$ cat src/rtl/wb_stage.sv
// Writeback stage: a single pipeline register between MEM and the regfile write port,
// with load formatting, load-fault flagging, EX forwarding and a retired-instruction counter.
module wb_stage #(
   parameter int XLEN      = 32,
   parameter int CNT_WIDTH = 64
) (
   input  logic                 clk,
   input  logic                 rst_n,
   input  logic                 mem_valid,
   output logic                 mem_ready,
   input  logic [4:0]           mem_rd,
   input  logic                 mem_rd_wen,
   input  logic                 mem_is_load,
   input  logic [2:0]           mem_ld_funct3,
   input  logic [1:0]           mem_addr_lo,
   input  logic [XLEN-1:0]      mem_alu_result,
   input  logic [XLEN-1:0]      mem_load_word,
   input  logic                 hold_i,
   input  logic                 flush_i,
   output logic                 rf_wen,
   output logic [4:0]           rf_waddr,
   output logic [XLEN-1:0]      rf_wdata,
   output logic                 fwd_valid,
   output logic [4:0]           fwd_rd,
   output logic [XLEN-1:0]      fwd_data,
   output logic                 ld_err_o,
   output logic [CNT_WIDTH-1:0] instret_o
);

   logic                 valid_q;
   logic [4:0]           rd_q;
   logic                 wen_q;
   logic [XLEN-1:0]      data_q;
   logic                 err_q;
   logic [CNT_WIDTH-1:0] instret_q;

   logic                 commit;
   logic                 capture;
   logic                 ld_fault;
   logic [7:0]           ld_byte;
   logic [15:0]          ld_half;
   logic [XLEN-1:0]      ld_data;
   logic [XLEN-1:0]      cap_data;

   // Handshake: an entry moves from MEM into the stage on a clock edge where
   // mem_valid & mem_ready & !flush_i; the held entry retires (commit) on any edge
   // where it is valid and hold_i is low. mem_ready never depends on mem_valid.
   assign commit    = valid_q & ~hold_i & rst_n;
   assign mem_ready = ~valid_q | ~hold_i;
   assign capture   = mem_valid & mem_ready & ~flush_i;

   always_comb begin
      ld_byte  = 8'h00;
      ld_half  = mem_addr_lo[1] ? mem_load_word[31:16] : mem_load_word[15:0];
      ld_data  = '0;
      ld_fault = 1'b0;
      case (mem_addr_lo)
         2'd0:    ld_byte = mem_load_word[7:0];
         2'd1:    ld_byte = mem_load_word[15:8];
         2'd2:    ld_byte = mem_load_word[23:16];
         default: ld_byte = mem_load_word[31:24];
      endcase
      case (mem_ld_funct3)
         3'b000: ld_data = {{(XLEN-8){ld_byte[7]}}, ld_byte};
         3'b001: begin
            ld_data  = {{(XLEN-16){ld_half[15]}}, ld_half};
            ld_fault = mem_addr_lo[0];
         end
         3'b010: begin
            ld_data  = mem_load_word;
            ld_fault = (mem_addr_lo != 2'd0);
         end
         3'b100: ld_data = {{(XLEN-8){1'b0}}, ld_byte};
         3'b101: ld_data = {{(XLEN-16){1'b0}}, ld_half};
         default: ld_fault = 1'b1;
      endcase
      if (!mem_is_load)
         cap_data = mem_alu_result;
      else if (ld_fault)
         cap_data = '0;
      else
         cap_data = ld_data;
   end

   always_ff @(posedge clk) begin
      if (!rst_n) begin
         valid_q   <= 1'b0;
         rd_q      <= 5'd0;
         wen_q     <= 1'b0;
         data_q    <= '0;
         err_q     <= 1'b0;
         instret_q <= '0;
      end else begin
         err_q <= capture & mem_is_load & ld_fault;
         if (commit)
            instret_q <= instret_q + CNT_WIDTH'(1);
         if (capture) begin
            valid_q <= 1'b1;
            rd_q    <= mem_rd;
            wen_q   <= mem_rd_wen & ~(mem_is_load & ld_fault);
            data_q  <= cap_data;
         end else if (commit) begin
            valid_q <= 1'b0;
         end
      end
   end

   // Address and data are forced to zero when not writing: the regfile bypass
   // matches on address alone.
   assign rf_wen    = commit & wen_q & (rd_q != 5'd0);
   assign rf_waddr  = rf_wen ? rd_q : 5'd0;
   assign rf_wdata  = rf_wen ? data_q : '0;
   assign fwd_valid = valid_q & wen_q & (rd_q != 5'd0);
   assign fwd_rd    = rd_q;
   assign fwd_data  = data_q;
   assign ld_err_o  = err_q;
   assign instret_o = instret_q;

endmodule

$ cat config.mk
export PLATFORM = sky130hd
export DESIGN_NAME = wb_stage
export DESIGN_NICKNAME = d
export VERILOG_FILES = /design/src/rtl/wb_stage.sv
export SDC_FILE = /design/constraint.sdc
export NUM_CORES = 1
export LEC_CHECK = 0
export ABC_CLOCK_PERIOD_IN_PS = 6300
export CAP_MARGIN = 20
export CORE_MARGIN = 8
export CORE_UTILIZATION = 48
export CTS_BUF_LIST = sky130_fd_sc_hd__clkbuf_2 sky130_fd_sc_hd__clkbuf_4 sky130_fd_sc_hd__clkbuf_8
export CTS_CLUSTER_SIZE = 10
export DETAILED_ROUTE_END_ITERATION = 7
export HOLD_SLACK_MARGIN = 0.1
export PLACE_DENSITY = 0.94
export RECOVER_POWER = 100
export SETUP_SLACK_MARGIN = 0.3
export SLEW_MARGIN = 20
export SYNTH_ARGS = -nofsm -noshare
export SYNTH_HDL_FRONTEND = slang
export SYNTH_SLANG_ARGS = --single-unit
$ cat constraint.sdc
create_clock -name clk -period 6.3 [get_ports clk]
set_input_delay 0.945 -clock clk [delete_from_list [all_inputs] [get_ports clk]]
set_output_delay 0.945 -clock clk [all_outputs]
set_load 0.02 [all_outputs]
==> metrics.sh <==
REG2REG_SLACK_PS=3210
SYNTH_SEQUENTIAL_AREA_RATIO_PCT=38.1
YOSYS.AREA.TOP_TYPE='sky130_fd_sc_hd__dfxtp_1'
MAX-VDD-IR-DROP_uV=98.7
WORST_PIN_SLEW_PS=2400
DESIGN_AREA_UM2=7950
WORSTSETUPSTARTPOINT='rst_n'
DRT.ANTENNA.VIOLATING_NETS=0
NETSWITCHINGPOWER_uW=360
FLOORPLAN.ROWS=39
PWR-SHARE-COMB_PCT=16.3
DRIVE_GT1_SHARE_PCT=4.27
HALF_PERIMETER_WIRE_LENGTH_AFTER_DETAILED_PLACEMENT_MM=14.5
SETUP_VIOLATIONS=0
DPL_CELL_AREA_UM2=7750
CTS_SINKS=104
TNS_PS=0
WORSTPATHARRIVAL_PS=3480
FAILED_CHECKS='max-capacitance violations, max-slew violations'
WORSTHOLDPATHTYPE='reg -> reg'
NETLIST_AREA_BEFORE_PLACEMENT_UM2=5470
MAXIMUM_NUMBER_OF_PINS_ON_ONE_NET_BEFORE_GLOBAL_ROUTE_REPAIR=70
FINAL.SETUP_SKEW_PS=16.5
SYNTH_AREA_PER_CELL_UM2=8.19
SEQUENTIAL_POWER_SHARE_PCT=52.9
FIRST_ITER_VIOLATIONS=733
PLACE_CONGESTION=0.897
DRT_PASS1_ITERATIONS=8
FILLERS=866
WORST_HOLD_STARTPOINT='wen_q'
DRV_SLEW=90
CAP_VIOLATIONS=2
IO-PIN-COUNT=223
STARTPOINT_TYPE='primary input'
MAX_SLEW_HEADROOM_PCT=-61.0
FINISH.UTILIZATION_PCT=70.5
YS_SEQ_ELEMENTS=104
WORSTSETUPPATHTYPE='in -> out'
RSZ_0062_RAISED_AFTER_GLOBAL_ROUTING='false'
CTS-ROOT-TO-SINK-BUFFERS=2
CTS.HTREE.LEVELS=3
ROUTEDWLPERCELL_UM=19.3
PORT-BUFFER-COUNT=222
FINAL_PERIOD_MINUS_WORST_SETUP_SLACK_PS=4430
POSTCTSSETUPREPAIRBUFS=0
DETAIL_ROUTE.VIAS_PER_CELL=6.00
POWERDENSITY_nW_PER_UM2=164
RR_STARTPOINT='instret_o[2]'
FLOORPLAN.INITIALDENSITY_PCT=48.5
SYNTH.TOP_CELL.AREA_SHARE_PCT=38.1
POWER.SHARE.SWITCHING_PCT=27.6
CRITICAL_PATH.MAX_FANOUT=39
YS_TOP_CELLS_BY_COUNT='sky130_fd_sc_hd__dfxtp_1 (104), sky130_fd_sc_hd__a21oi_1 (84), sky130_fd_sc_hd__nand2_1 (53)'
GR_UTIL_ALL_LAYERS_PCT=25.1
HOLD_BUFFERS=0
CTS_ROOT_BUF='sky130_fd_sc_hd__clkbuf_8'
PLACEABLECOREAREA_UM2=11300
FLOORPLAN.DIE_AREA_UM2=15100
LAYOUT.NETS=944
INTERNAL-POWER_uW=942
FP.DIEW_UM=123
YOSYS_WARNINGS=0
FIRST_GLOBAL_VIAS=5972
CP.REQUIRED_PS=5350
SYN_TO_FINAL_GROWTH_PCT=45.2
SYNTH-MAIN-FF-CELL='sky130_fd_sc_hd__dfxtp_1'
CTS-BUFFERS-INSERTED=9
SYNTHMOSTINSTANTIATEDCELL='sky130_fd_sc_hd__dfxtp_1'
MIN_PERIOD_OVER_PERIOD_PCT=70.3
ACHIEVABLE-FREQUENCY_MHz=226
POSTCTSRESIZEDCELLS=0
DIE_Y_UM=123
DR_DRC_COUNT=0
HOLD_VIOL_FINAL=0
SYNTH_TOP_CELLS_BY_AREA='sky130_fd_sc_hd__dfxtp_1 (38%), sky130_fd_sc_hd__a21oi_1 (7.7%), sky130_fd_sc_hd__and2_1 (4.7%)'
CLK_LATENCY_PS=370
TOTAL_GR_OVERFLOW=0
YOSYS.CELL_TYPES.COUNT=44
OUTCOME='finished, violations left'
YS_ASYNC_SR_FRACTION_PCT=0
POWER.LEAKAGE_nW=3.02
CTS_TREE='yes'
TOTALWIRELENGTH_MM=19.5
VIAS=6069
CLOCK_PIN_SLEW_OF_THE_REGISTERS_ON_THE_WORST_CASE_SETUP_AND_HOLD_PATHS_PS=90
SYNTH_ENABLE_FLOP_CELLS=0
NETLIST_INSTANCES=668
SYN_NETS=750
INITIAL_ANTENNA_VIOLATION_COUNT=1
GRT_FIRST_PASS_WIRELENGTH_MM=30.2
ENDPOINT_KIND='primary output'
SHARE_CLK_OF_TOTAL_POWER_PCT=30.7
-- critical path, stage by stage --
cell,delay (ps)
sky130_fd_sc_hd__dlygate4sd3_1,530
sky130_fd_sc_hd__buf_4,350
sky130_fd_sc_hd__nand2_1,180
sky130_fd_sc_hd__nor2_4,550
sky130_fd_sc_hd__and2_1,230
sky130_fd_sc_hd__dlygate4sd3_1,670
-- power by group through the flow --
| stage | Clock (mW) | Combinational [mW] | Sequential (mW) |
|---|---|---|---|
| 5_1_grt | 0.432 | 0.225 | 0.691 |
| 2_1_floorplan | 0 | 0.0840 | 0.718 |
| 3_5_place_dp | 0 | 0.213 | 0.704 |
| 4_1_cts | 0.406 | 0.214 | 0.689 |
| 6_report | 0.400 | 0.213 | 0.689 |
| 3_3_place_gp | 0 | 0.209 | 0.704 |
-- logic make-up (layout without fill, tap and decap cells) --
kind of cell | Yosys count | count (layout) | synth area share, %
XOR/XNOR | 34 | 34 | 5.44
flip-flops | 104 | 104 | 38.1
adder cells (fa/ha/maj) | 1 | 1 | 0.229
AND/OR/NAND/NOR | 261 | 261 | 26.2
buffers and inverters | 57 | 256 | 3.91
other | 0 | 1 | 0
AO/OA/AOI/OAI | 197 | 197 | 21.8
multiplexers | 14 | 14 | 4.41
-- stage by stage --
step / setup WS, ps / std cells / power [mW] / hold slack, ps
detailed placement: 1640 / 992 / 0.916 / 468
floorplan: 3110 / 668 / 0.802 / 446
global placement: 1720 / 992 / 0.913 / 455
CTS: 1630 / 1008 / 1.31 / 482
global route: 1640 / 1011 / 1.35 / 525
finish: 1870 / 1011 / 1.30 / 481
-- state kept, by name, indices dropped and copies added (netlist names) --
register / flops
wen_q: 1
instret_o: 64
fwd_rd: 5
fwd_data: 32
ld_err_o: 1
valid_q: 1
-- layout by cell type (no fill, tap or decap), types with 11 or more instances in the layout --
master                            instances
sky130_fd_sc_hd__nand3_1                 20
sky130_fd_sc_hd__nand4_1                 26
sky130_fd_sc_hd__nor4_1                  11
sky130_fd_sc_hd__or3_1                   16
sky130_fd_sc_hd__dlygate4sd3_1          145
sky130_fd_sc_hd__inv_1                   11
sky130_fd_sc_hd__dfxtp_1                104
sky130_fd_sc_hd__xor2_1                  16
sky130_fd_sc_hd__and2_1                  41
sky130_fd_sc_hd__nand2_1                 53
sky130_fd_sc_hd__or4_1                   12
sky130_fd_sc_hd__a21oi_1                 83
sky130_fd_sc_hd__a2bb2oi_1               16
sky130_fd_sc_hd__xnor2_1                 18
sky130_fd_sc_hd__nor2_1                  45
sky130_fd_sc_hd__a21o_1                  17
sky130_fd_sc_hd__o21ai_0                 50
sky130_fd_sc_hd__clkdlybuf4s50_1         77
-- final timing paths --
path	to	cells after the start
worst min-delay path	wen_q	2
worst min register to register	wen_q	2
worst max-delay path	rf_wdata[13]	6
worst max register to register	instret_o[61]	6
-- final cells by class --
cell class                      instances  area [um^2]  area share (%)
Clock inverter                          5         40.0           0.504
Antenna cell                            1         2.50          0.0315
Timing Repair Buffer                  227         2270            28.5
Tap cell                              143          179            2.25
Sequential cell                       104         2080            26.2
Clock buffer                           11          145            1.83
Inverter                               13         50.0           0.630
Multi-Input combinational cell        507         3180            40.0
-- metal layers --
layer	part of all wire [%]	up-vias	track usage, %
met1	38	2845	29.1
met3	9.2	64	6.16
met2	48	314	41.6
li1	-	2846	-
met4	4.3	0	13.9
met5	0	-	0
Note: power is estimated with default switching activity, not from simulation.
